### config.mk
export PLATFORM = sky130hd
export DESIGN_NAME = mux4_arbiter_flat
export DESIGN_NICKNAME = d
export VERILOG_FILES = /design/src/rtl/mux4_arbiter_if.sv /design/src/rtl/mux4_arbiter.sv /design/src/flat_wrapper.sv
export SDC_FILE = /design/constraint.sdc
export NUM_CORES = 1
export LEC_CHECK = 0
export BUFFER_PORTS_ARGS = -buffer_cell sky130_fd_sc_hd__buf_2
export CELL_PAD_IN_SITES_DETAIL_PLACEMENT = 1
export CELL_PAD_IN_SITES_GLOBAL_PLACEMENT = 2
export CORE_MARGIN = 1
export CORE_UTILIZATION = 31
export CTS_CLUSTER_SIZE = 20
export DETAILED_ROUTE_END_ITERATION = 10
export PLACE_DENSITY = 0.83
export SLEW_MARGIN = 20
export SYNTH_ARGS = -nofsm -noshare
export SYNTH_HDL_FRONTEND = slang
export SYNTH_SLANG_ARGS = --single-unit
### constraint.sdc
create_clock -name clk -period 2.5 [get_ports clk]
set_clock_uncertainty 0.2 [all_clocks]
set_input_delay 0.5 -clock clk [delete_from_list [all_inputs] [get_ports clk]]
set_output_delay 0.5 -clock clk [all_outputs]
set_load 0.02 [all_outputs]
### src/rtl/mux4_arbiter_if.sv
// Request/grant bundle between four requesting units and the 4:1 mux arbiter.
`default_nettype none

interface mux4_arbiter_if;
  logic [3:0] req;
  logic [3:0] grant;
  logic [1:0] sel;
  logic       busy;

  modport master (output req, input grant, input sel, input busy);
  modport slave  (input req, output grant, output sel, output busy);
endinterface

`default_nettype wire

### src/rtl/mux4_arbiter.sv
// mux4_arbiter: round-robin owner arbitration for a shared 4:1 mux select,
// with a hold limit that forces rotation only while others are waiting.
`default_nettype none

module mux4_arbiter #(
  parameter int MAX_HOLD = 8
) (
  input  logic          clk,
  input  logic          rst_n,
  mux4_arbiter_if.slave bus
);

  localparam int CW = $clog2(MAX_HOLD + 1);
  localparam logic [CW-1:0] HOLD_LIMIT = CW'(MAX_HOLD);
  localparam logic [CW-1:0] CNT_ONE    = CW'(1);

  typedef enum logic [0:0] {IDLE = 1'b0, OWN = 1'b1} state_t;

  state_t        state;
  logic [1:0]    ptr;
  logic [1:0]    owner;
  logic [CW-1:0] cnt;

  logic [3:0]    cand;
  logic          found;
  logic [1:0]    win;
  logic [1:0]    idx;

  // The owner is excluded from the search so release/rotation always moves on.
  always_comb begin
    cand  = (state == OWN) ? (bus.req & ~(4'b0001 << owner)) : bus.req;
    found = 1'b0;
    win   = ptr;
    idx   = ptr;
    for (int i = 0; i < 4; i++) begin
      idx = ptr + 2'(i);
      if (!found && cand[idx]) begin
        found = 1'b1;
        win   = idx;
      end
    end
  end

  always_ff @(posedge clk or negedge rst_n) begin
    if (!rst_n) begin
      state     <= IDLE;
      ptr       <= 2'd0;
      owner     <= 2'd0;
      cnt       <= '0;
      bus.grant <= 4'b0000;
      bus.sel   <= 2'd0;
      bus.busy  <= 1'b0;
    end else begin
      case (state)
        IDLE: begin
          if (found) begin
            state     <= OWN;
            owner     <= win;
            ptr       <= win + 2'd1;
            cnt       <= CNT_ONE;
            bus.grant <= 4'b0001 << win;
            bus.sel   <= win;
            bus.busy  <= 1'b1;
          end
        end
        OWN: begin
          if (bus.req[owner] && cnt < HOLD_LIMIT) begin
            cnt <= cnt + CNT_ONE;
          end else if (found) begin
            owner     <= win;
            ptr       <= win + 2'd1;
            cnt       <= CNT_ONE;
            bus.grant <= 4'b0001 << win;
            bus.sel   <= win;
            bus.busy  <= 1'b1;
          end else if (!bus.req[owner]) begin
            // sel deliberately keeps the last owner while idle.
            state     <= IDLE;
            bus.grant <= 4'b0000;
            bus.busy  <= 1'b0;
          end
        end
        default: state <= IDLE;
      endcase
    end
  end

endmodule

`default_nettype wire

### src/flat_wrapper.sv
// flat-port wrapper written by rule: the top's interface ports become plain ports
module mux4_arbiter_flat 
#(
  parameter int MAX_HOLD = 8
)
  (clk, rst_n, bus_req, bus_grant, bus_sel, bus_busy);
  mux4_arbiter_if bus_i ();
  input  logic clk;
  input  logic rst_n;
  input wire logic [$bits(bus_i.req)-1:0] bus_req;
  output wire logic [$bits(bus_i.grant)-1:0] bus_grant;
  output wire logic [$bits(bus_i.sel)-1:0] bus_sel;
  output wire logic [$bits(bus_i.busy)-1:0] bus_busy;
  assign bus_i.req = bus_req;
  assign bus_grant = bus_i.grant;
  assign bus_sel = bus_i.sel;
  assign bus_busy = bus_i.busy;
  mux4_arbiter #(.MAX_HOLD(MAX_HOLD)) u_core (.clk(clk), .rst_n(rst_n), .bus(bus_i));
endmodule
==> results of run 1 <==
## kinds of logic after synthesis
group,share of synthesized area
and+or+nand+nor,0.212
AOI/OAI and AO/OA,0.174
DFF,0.365
buffers and inverters,0.0573
muxes,0.117
adders and majority gates,0.0651
xor gates and xnor gates,0.00912
## sequential cells by signal, summed over array words and instances, names as in the netlist
name              cells
u_core.owner          2
u_core.bus.busy       1
u_core.state          1
u_core.ptr            2
u_core.cnt            4
u_core.bus.grant      4
## metal layers
metal | up-vias | wire length [µm] | GRT usage
met3 | 5 | 79 | 0.0313
met4 | 0 | 45 | 0.0782
met2 | 16 | 1030 | 0.226
met1 | 386 | 1050 | 0.200
li1 | 395 | - | -
met5 | - | 0 | 0
## critical path, delay by kind of cell (launching register included)
family / cells / cell delay, ns
AO/OA/AOI/OAI: 3 / 0.66
adder cells (fa/ha/maj): 1 / 0.26
flip-flops: 1 / 0.41
multiplexers: 1 / 0.28
AND/OR/NAND/NOR: 1 / 0.40
## power groups by stage
stage	clock network, µW	logic, µW	registers, µW
CTS	140	1040	398
floorplan	0	705	427
global route	146	1140	412
finish	135	1030	397
detailed placement	0	1030	402
global placement	0	995	396
## cells in the final DEF, fill, tap and decap left out, types with 2 or more instances in the layout
cell and n:
nand3b_1 2, nand2_1 19, mux2_2 2, a21o_1 2, o22ai_1 2, nand3_1 3, mux2_1 2, nand2b_1 4
buf_2 12, dfrtp_2 2, buf_4 10, o21ai_1 5, clkbuf_4 3, and2_1 2, ha_1 5, inv_1 2
nor2_1 2, nor2b_1 4, dfrtp_1 12, mux2i_1 3, a22oi_1 2, a21oi_1 3
## final cells by class
| cell class | count | area [µm²] |
|---|---|---|
| fill | 346 | 1720 |
| multi-input combinational | 77 | 556 |
| sequential | 14 | 353 |
| timing repair buffer | 23 | 145 |
| tap | 31 | 38.8 |
| clock buffer | 4 | 26.3 |
| inverter | 3 | 11.3 |
## path summary, 6_finish.rpt
path / slack, ns / endpoint / startpoint
max: 0.18 / u_core.ptr[1] / u_core.owner[1]
min: 0.27 / u_core.cnt[3] / u_core.cnt[3]
max reg2reg: 0.18 / u_core.ptr[1] / u_core.owner[1]
min reg2reg: 0.27 / u_core.cnt[3] / u_core.cnt[3]
max in group asynchronous: 1.44 / u_core.owner[1] / rst_n
min in group asynchronous: 0.42 / u_core.bus.grant[2] / rst_n
## per-stage QoR
stage	area [µm²]	utilization	hold slack [ns]	cells
6_report	1130	0.396	0.270	152
5_1_grt	1130	0.396	0.305	152
4_1_cts	1130	0.396	0.277	152
3_5_place_dp	1090	0.383	0.211	147
3_3_place_gp	1090	0.383	0.208	147
2_1_floorplan	963	-	0.00441	100
==> qor.txt, run 1 <==
count leader, synth -> nand2_1
Final TNS setup -> 0 ns
post-synth top area share -> 0.365
CTS tree -> built
data required time of the worst path -> 2.48 ns
crit path DAT -> 2.30 ns
I/O Buffers -> 12
ANT cells -> 0
Final GP Congestion -> 0.804
Pleak -> 0.000535 µW
Max VDD drop -> 0.000615 V
wire per inst -> 14.5 µm
Synth cell types -> 38
DP HPWL -> 1710 µm
Combinational Power Share -> 0.660
average size of a mapped cell -> 9.61 µm²
Layout Nets -> 133
Final WS setup -> 0.180 ns
via count -> 802
main flop type after synthesis -> dfrtp_1
total clock sinks -> 14
Final min period -> 2.32 ns
vias in the first global route -> 771
Rel. slew slack -> 0.798
Vias per Instance -> 5.28
maxcap violations -> 0
H-tree depth -> 1
Hold WC Path Type -> reg2reg
Yosys warnings -> 0
synthesized instance count -> 100
R2R depth -> 6
CP Capture Type -> flip-flop
critical path type -> reg2reg
worst skew pair latency -> 0.29 ns
GRT overflow -> 0
status -> finished, violations left
pre-CTS setup slack -> 0.178 ns
Die Y -> 57.7 µm
post-synthesis sequential area ratio -> 0.365
first-pass GRT wire length -> 3720 µm
final setup violating endpoints -> 0
worst-margin pin slew -> 0.303 ns
clk slew on worst S/H paths -> 0.09 ns
post-cts resize count -> 0
syn nets -> 111
starting density of the core -> 0.337
DRC Markers -> 1
initial antenna violation count -> 0
largest area contributor in the synthesized netlist -> dfrtp_1
critical path, cell by cell -> or3b_4, a2111oi_2, a31oi_1, o2111ai_2, ha_1, mux2_1
worst-path fanout max -> 2
Fmax achieved -> 431 MHz
DRC marker count from the first detailed-route iteration -> 21
number of buffers created by CTS -> 3
RSZ-0062 raised after global routing -> no
share of layout cells above drive strength 1 -> 0.298
largest net degree at the start of global routing -> 15
Longest Clk Path Bufs -> 2
sw frac -> 0.446
root buf cell -> clkbuf_4
Crit-path slowest cell -> dfrtp_2
Final Slew Violations -> 0
Netlist Area Pre-Place -> 961 µm²
fin crit share -> 0.928
Post-Route WL -> 2200 µm
Internal -> 865 µW
setup bufs post-CTS -> 0
Rows -> 19
power per cell area -> 1380 nW/µm²
Worst Hold Depth -> 2
DR pass1 iterations -> 7
Post-synth EDFFs -> 0
Tot Pwr -> 1560 µW
clock network power share -> 0.086
Area growth syn-to-layout -> 17.6%
Hold Vio Cnt, Final -> 0
CP startpoint kind -> flip-flop
FFs w/ async S/R, synth -> 1.00
I/O Pins -> 13
die width -> 57.7 µm
Die ar. -> 3330 µm²
Post-CTS Hold Buffers -> 1
Synth area leaders -> dfrtp_1 (36%), nand2_1 (7.4%), ha_1 (6.5%)
Post-DRT Antenna Nets -> 0
slowest stage delay, CP -> 0.41 ns
GRT Resource Usage Total -> 0.149
Post-synth top cells -> nand2_1 (19), dfrtp_1 (14), ha_1 (5), o21ai_1 (5)
Synth Register Bits -> 14
Reg power frac -> 0.254
P_sw -> 697 µW
failing checks -> DRC
Core ar. -> 2850 µm²
No activity file was read; power rests on OpenSTA's default activity.
==> run 2, diff against run 1 <==
==> constraint.sdc (replaced) <==
create_clock -name clk -period 2.5 [get_ports clk]
set_clock_uncertainty 0.2 [all_clocks]
set_input_delay 0.25 -clock clk [delete_from_list [all_inputs] [get_ports clk]]
set_output_delay 0.25 -clock clk [all_outputs]
set_load 0.02 [all_outputs]
==> qor.txt, run 2 (synthesized netlist as in run 1, its figures left out) <==
RSZ-0062 raised after global routing -> no (unchanged)
Die Y -> 57.7 µm (unchanged)
Fillers -> 344 (was 346)
via count -> 814 (was 802)
die width -> 57.7 µm (unchanged)
I/O Pins -> 13 (unchanged)
failing checks -> DRC (unchanged)
initial antenna violation count -> 0 (unchanged)
Tot Pwr -> 1550 µW (was 1560 µW)
Post-Route WL -> 2320 µm (was 2200 µm)
CTS tree -> built (unchanged)
Rows -> 19 (unchanged)
Final Non-Filler Cells -> 148 (was 152)
Final TNS setup -> 0 ns (unchanged)
flop-to-flop setup slack -> 0.10 ns (was 0.18 ns)
WHS -> 0.181 ns (was 0.270 ns)
Crit-path slowest cell -> mux4_2 (was dfrtp_2)
slowest stage delay, CP -> 0.55 ns (was 0.41 ns)
most frequent cells in the layout -> nand2_1 (19), buf_2 (12), dfrtp_1 (12), buf_4 (6) (was nand2_1 (19), buf_2 (12), dfrtp_1 (12), buf_4 (10))
largest net degree at the start of global routing -> 15 (unchanged)
critical path, cell by cell -> buf_4, mux4_2, and3b_1, a21oi_4, mux2_2 (was or3b_4, a2111oi_2, a31oi_1, o2111ai_2, ha_1, mux2_1)
DR pass1 iterations -> 7 (unchanged)
data required time of the worst path -> 2.48 ns (about the same)
Layout Nets -> 129 (was 133)
final setup violating endpoints -> 0 (unchanged)
r2r startpoint -> u_core.owner[1] (unchanged)
root buf cell -> clkbuf_4 (unchanged)
CP startpoint kind -> flip-flop (unchanged)
Area growth syn-to-layout -> 17.2% (was 17.6%)
DRC Markers -> 1 (unchanged)
Final Slew Violations -> 0 (unchanged)
total clock sinks -> 14 (unchanged)
Rel. slew slack -> 0.768 (was 0.798)
worst skew pair latency -> 0.28 ns (was 0.29 ns)
commonest non-fill, non-tap cell in the layout -> nand2_1 (unchanged)
R2R depth -> 5 (was 6)
DRC marker count from the first detailed-route iteration -> 8 (was 21)
wire per inst -> 15.7 µm (was 14.5 µm)
maxcap violations -> 0 (unchanged)
worst-path fanout max -> 10 (was 2)
largest registers -> u_core.bus.grant x4, u_core.cnt x4 (unchanged)
fin crit share -> 0.959 (was 0.928)
Final GP Congestion -> 0.782 (was 0.804)
Pleak -> 0.000521 µW (was 0.000535 µW)
starting density of the core -> 0.337 (unchanged)
Post-DRT Antenna Nets -> 0 (unchanged)
Core ar. -> 2850 µm² (unchanged)
GRT overflow -> 0 (unchanged)
Fmax achieved -> 417 MHz (was 431 MHz)
worst-margin pin slew -> 0.347 ns (was 0.303 ns)
Final min period -> 2.40 ns (was 2.32 ns)
H-tree depth -> 1 (unchanged)
Hold WC Path Type -> in2async (was reg2reg)
vias in the first global route -> 860 (was 771)
I/O Buffers -> 12 (unchanged)
GRT Resource Usage Total -> 0.155 (was 0.149)
status -> finished, violations left (unchanged)
critical path type -> reg2reg (unchanged)
Die ar. -> 3330 µm² (unchanged)
number of buffers created by CTS -> 3 (unchanged)
clk slew on worst S/H paths -> 0.09 ns (about the same)
share of layout cells above drive strength 1 -> 0.291 (was 0.298)
ANT cells -> 0 (unchanged)
Vias per Instance -> 5.50 (was 5.28)
first-pass GRT wire length -> 3950 µm (was 3720 µm)
power per cell area -> 1370 nW/µm² (was 1380 nW/µm²)
crit path DAT -> 2.38 ns (was 2.30 ns)
cell count after placement -> 143 (was 147)
Longest Clk Path Bufs -> 2 (unchanged)
DP HPWL -> 1690 µm (was 1710 µm)
setup bufs post-CTS -> 0 (unchanged)
Hold Vio Cnt, Final -> 0 (unchanged)
Worst R2R End -> u_core.owner[1] (was u_core.ptr[1])
CP Capture Type -> flip-flop (unchanged)
Max VDD drop -> 0.000510 V (was 0.000615 V)
-- run 2: cell types whose count changed in the layout (fill, tap and decap cells not counted) --
cell and change:
buf_4 -4, a2111oi_2 -1, a2111oi_4 +1, clkbuf_1 -1, clkbuf_8 +1, mux2i_1 -1
mux2i_2 +1
-- run 2: worst max-delay path, delay by kind of cell (launching register included) --
family / cells / cell delay (ns)
compound gates: 1 / 0.31
flops: 1 / 0.37
simple gates: 1 / 0.30
buf+inv: 1 / 0.17
mux: 2 / 0.92
-- run 2: area by class of cell --
cell class | instances | area (µm²) | area share
Tap cell | 31 | 38.8 | 0.0344
Multi-Input combinational cell | 77 | 572 | 0.508
Inverter | 3 | 11.3 | 0.0100
Clock buffer | 4 | 36.3 | 0.0322
Timing Repair Buffer | 19 | 115 | 0.102
Sequential cell | 14 | 353 | 0.313
-- run 2: worst max-delay path by stage --
stage / slack [ns] / end / from
floorplan: 0.01 / u_core.ptr[1] / u_core.owner[1]
global placement: 0.17 / u_core.owner[1] / u_core.owner[1]
detailed placement: 0.11 / u_core.ptr[1] / u_core.owner[1]
CTS: 0.10 / u_core.owner[1] / u_core.owner[1]
global route: 0.03 / u_core.owner[1] / u_core.owner[1]
finish: 0.10 / u_core.owner[1] / u_core.owner[1]
-- run 2: stage by stage --
stage / util / area, µm² / setup WS [ns]
2_1_floorplan: - / 963 / 0.0131
5_1_grt: 0.395 / 1130 / 0.0295
4_1_cts: 0.389 / 1110 / 0.103
3_3_place_gp: 0.373 / 1060 / 0.169
6_report: 0.395 / 1130 / 0.102
3_5_place_dp: 0.373 / 1060 / 0.112
-- run 2: what timing repair did --
action | CTS | global route
endpoints found under the setup margin | 0 | 1
gates resized for setup | 0 | 2
hold buffers | 1 | 0
endpoints found under the hold margin | 14 | 0
-- run 2: report_power, final --
| group | leakage, µW | internal [µW] | switching, µW |
|---|---|---|---|
| clock | 0.0000210 | 88.6 | 75.0 |
| combinational | 0.000331 | 434 | 549 |
| sequential | 0.000169 | 320 | 80.3 |
| total | 0.000521 | 843 | 705 |
-- run 2: metal layers --
layer / up-vias / GRT usage / routed length (µm) / part of all wire
li1: 389 / - / - / -
met4: 0 / 0.0680 / 29 / 0.013
met3: 4 / 0.0246 / 64 / 0.028
met1: 404 / 0.198 / 1090 / 0.47
met2: 17 / 0.261 / 1130 / 0.49
met5: - / 0 / 0 / 0
==> run 3, diff against run 2 <==
Settings changed: CORE_UTILIZATION 31 to 37, PLACE_DENSITY 0.83 to 0.91.
Clock period 2.5 ns to 3.05 ns, I/O delays scaled along.
==> qor.txt, run 3 (synthesized netlist as in run 1, its figures left out) <==
Hold Vio Cnt, Final -> 0 (unchanged)
Crit-path slowest cell -> mux4_2 (unchanged)
starting density of the core -> 0.391 (was 0.337)
worst-margin pin slew -> 0.427 ns (was 0.347 ns)
Post-Route WL -> 2200 µm (was 2320 µm)
detailed route wirelength on metal2 -> 1030 µm (was 1130 µm)
first-pass GRT wire length -> 3620 µm (was 3950 µm)
DR pass1 iterations -> 3 (was 7)
highest routed layer -> met4 (unchanged)
CTS tree -> built (unchanged)
CP Capture Type -> flip-flop (unchanged)
Fmax achieved -> 387 MHz (was 417 MHz)
Max VDD drop -> 0.000479 V (was 0.000510 V)
crit-path leading delay family -> multiplexers (unchanged)
status -> complete, no violations (was finished, violations left)
worst skew pair latency -> 0.30 ns (was 0.28 ns)
maxcap violations -> 0 (unchanged)
pre-CTS setup slack -> 0.467 ns (was 0.112 ns)
wire per inst -> 15.6 µm (was 15.7 µm)
DRC marker count from the first detailed-route iteration -> 19 (was 8)
largest registers -> u_core.bus.grant x4, u_core.cnt x4 (unchanged)
DRC Markers -> 0 (was 1)
share of layout cells above drive strength 1 -> 0.225 (was 0.291)
slowest stage delay, CP -> 0.61 ns (was 0.55 ns)
DP HPWL -> 1620 µm (was 1690 µm)
number of buffers created by CTS -> 3 (unchanged)
GRT Resource Usage Total -> 0.188 (was 0.155)
data required time of the worst path -> 3.04 ns (was 2.48 ns)
Final Slew Violations -> 0 (unchanged)
Core ar. -> 2450 µm² (was 2850 µm²)
crit path DAT -> 2.57 ns (was 2.38 ns)
wire length on met3 -> 67 µm (was 64 µm)
Longest Clk Path Bufs -> 2 (unchanged)
die width -> 53.0 µm (was 57.7 µm)
Final TNS setup -> 0 ns (unchanged)
critical path type -> reg2reg (unchanged)
via count -> 765 (was 814)
clk slew on worst S/H paths -> 0.08 ns (was 0.09 ns)
Final WS setup -> 0.467 ns (was 0.102 ns)
commonest non-fill, non-tap cell in the layout -> nand2_1 (unchanged)
final setup violating endpoints -> 0 (unchanged)
Post-DRT Antenna Nets -> 0 (unchanged)
GRT overflow -> 0 (unchanged)
Final min period -> 2.58 ns (was 2.40 ns)
DRT met1 WL -> 1060 µm (was 1090 µm)
H-tree depth -> 1 (unchanged)
Fillers -> 306 (was 344)
root buf cell -> clkbuf_4 (unchanged)
ANT cells -> 0 (unchanged)
vias in the first global route -> 750 (was 860)
Hold WC Path Type -> in2async (unchanged)
WP buf/inv -> 0 (was 1)
Die ar. -> 2800 µm² (was 3330 µm²)
largest net degree at the start of global routing -> 15 (unchanged)
Layout Nets -> 123 (was 129)
power per cell area -> 1120 nW/µm² (was 1370 nW/µm²)
Pleak -> 0.000495 µW (was 0.000521 µW)
most frequent cells in the layout -> nand2_1 (19), dfrtp_1 (14), buf_2 (12), o21ai_1 (5), ha_1 (5) (was nand2_1 (19), buf_2 (12), dfrtp_1 (12), buf_4 (6))
fin crit share -> 0.847 (was 0.959)
Final GP Congestion -> 0.822 (was 0.782)
initial antenna violation count -> 0 (unchanged)
total clock sinks -> 14 (unchanged)
Rel. slew slack -> 0.715 (was 0.768)
RSZ-0062 raised after global routing -> no (unchanged)
Die Y -> 53.0 µm (was 57.7 µm)
Area growth syn-to-layout -> 10.4% (was 17.2%)
I/O Buffers -> 12 (unchanged)
Vias per Instance -> 5.43 (was 5.50)
worst-path fanout max -> 14 (was 10)
CP startpoint kind -> flip-flop (unchanged)
Rows -> 18 (was 19)
I/O Pins -> 13 (unchanged)
critical path, cell by cell -> mux4_2, and3b_1, a21oi_4, mux2_2 (was buf_4, mux4_2, and3b_1, a21oi_4, mux2_2)
run 3: repair_timing:
item | 4_1_cts | 5_1_grt
endpoints found under the hold margin | 14 | 0
hold buffers | 1 | 0
resized for setup | 0 | 0
setup buffers | 0 | 0
run 3: worst register-to-register path, cell delays in order (launching register included):
cell and delay, ns:
dfrtp_1 0.58, mux4_2 0.61, and3b_1 0.31, a21oi_4 0.39, mux2_2 0.39
run 3: path summary, 6_finish.rpt:
| check | slack (ns) | to | cells past startpoint | start |
|---|---|---|---|---|
| worst max-delay path | 0.47 | u_core.owner[1] | 4 | u_core.owner[1] |
| worst min-delay path | 0.24 | u_core.cnt[2] | 2 | rst_n |
| worst max register to register | 0.47 | u_core.owner[1] | 4 | u_core.owner[1] |
| worst min register to register | 0.28 | u_core.cnt[3] | 2 | u_core.cnt[3] |
| max in group asynchronous | 2.16 | u_core.bus.busy | 2 | rst_n |
| min in group clk | 0.28 | u_core.cnt[3] | 2 | u_core.cnt[3] |
run 3: layout make-up:
| class | count | area, µm² | share of cell area |
|---|---|---|---|
| Inverter | 3 | 11.3 | 0.0106 |
| Timing Repair Buffer | 13 | 70.1 | 0.0660 |
| Sequential cell | 14 | 350 | 0.330 |
| Multi-Input combinational cell | 77 | 556 | 0.524 |
| Clock buffer | 4 | 36.3 | 0.0342 |
| Tap cell | 30 | 37.5 | 0.0354 |
run 3: layer usage:
layer	vias to the layer above	global-route usage
met2	11	0.293
met3	5	0.0431
met4	0	0.0921
li1	375	-
met5	-	0
met1	374	0.241
run 3: power breakdown:
| group | leakage (µW) | internal (µW) | total, µW | switching [µW] |
|---|---|---|---|---|
| clock network | 0.0000210 | 73.0 | 139 | 66.4 |
| logic | 0.000303 | 300 | 681 | 381 |
| registers | 0.000171 | 260 | 370 | 111 |
| total | 0.000495 | 633 | 1190 | 558 |
run 3: per-stage QoR:
stage	hold slack, ns	cell area (µm²)	cells	util	power, µW
final	0.243	1060	141	0.432	1190
after global routing	0.261	1060	141	0.432	1300
after CTS	0.230	1060	141	0.432	1210
after detailed placement	0.0264	1010	136	0.413	1060
after global placement	0.0177	1010	136	0.413	1030
after floorplan	-0.191	961	100	-	925
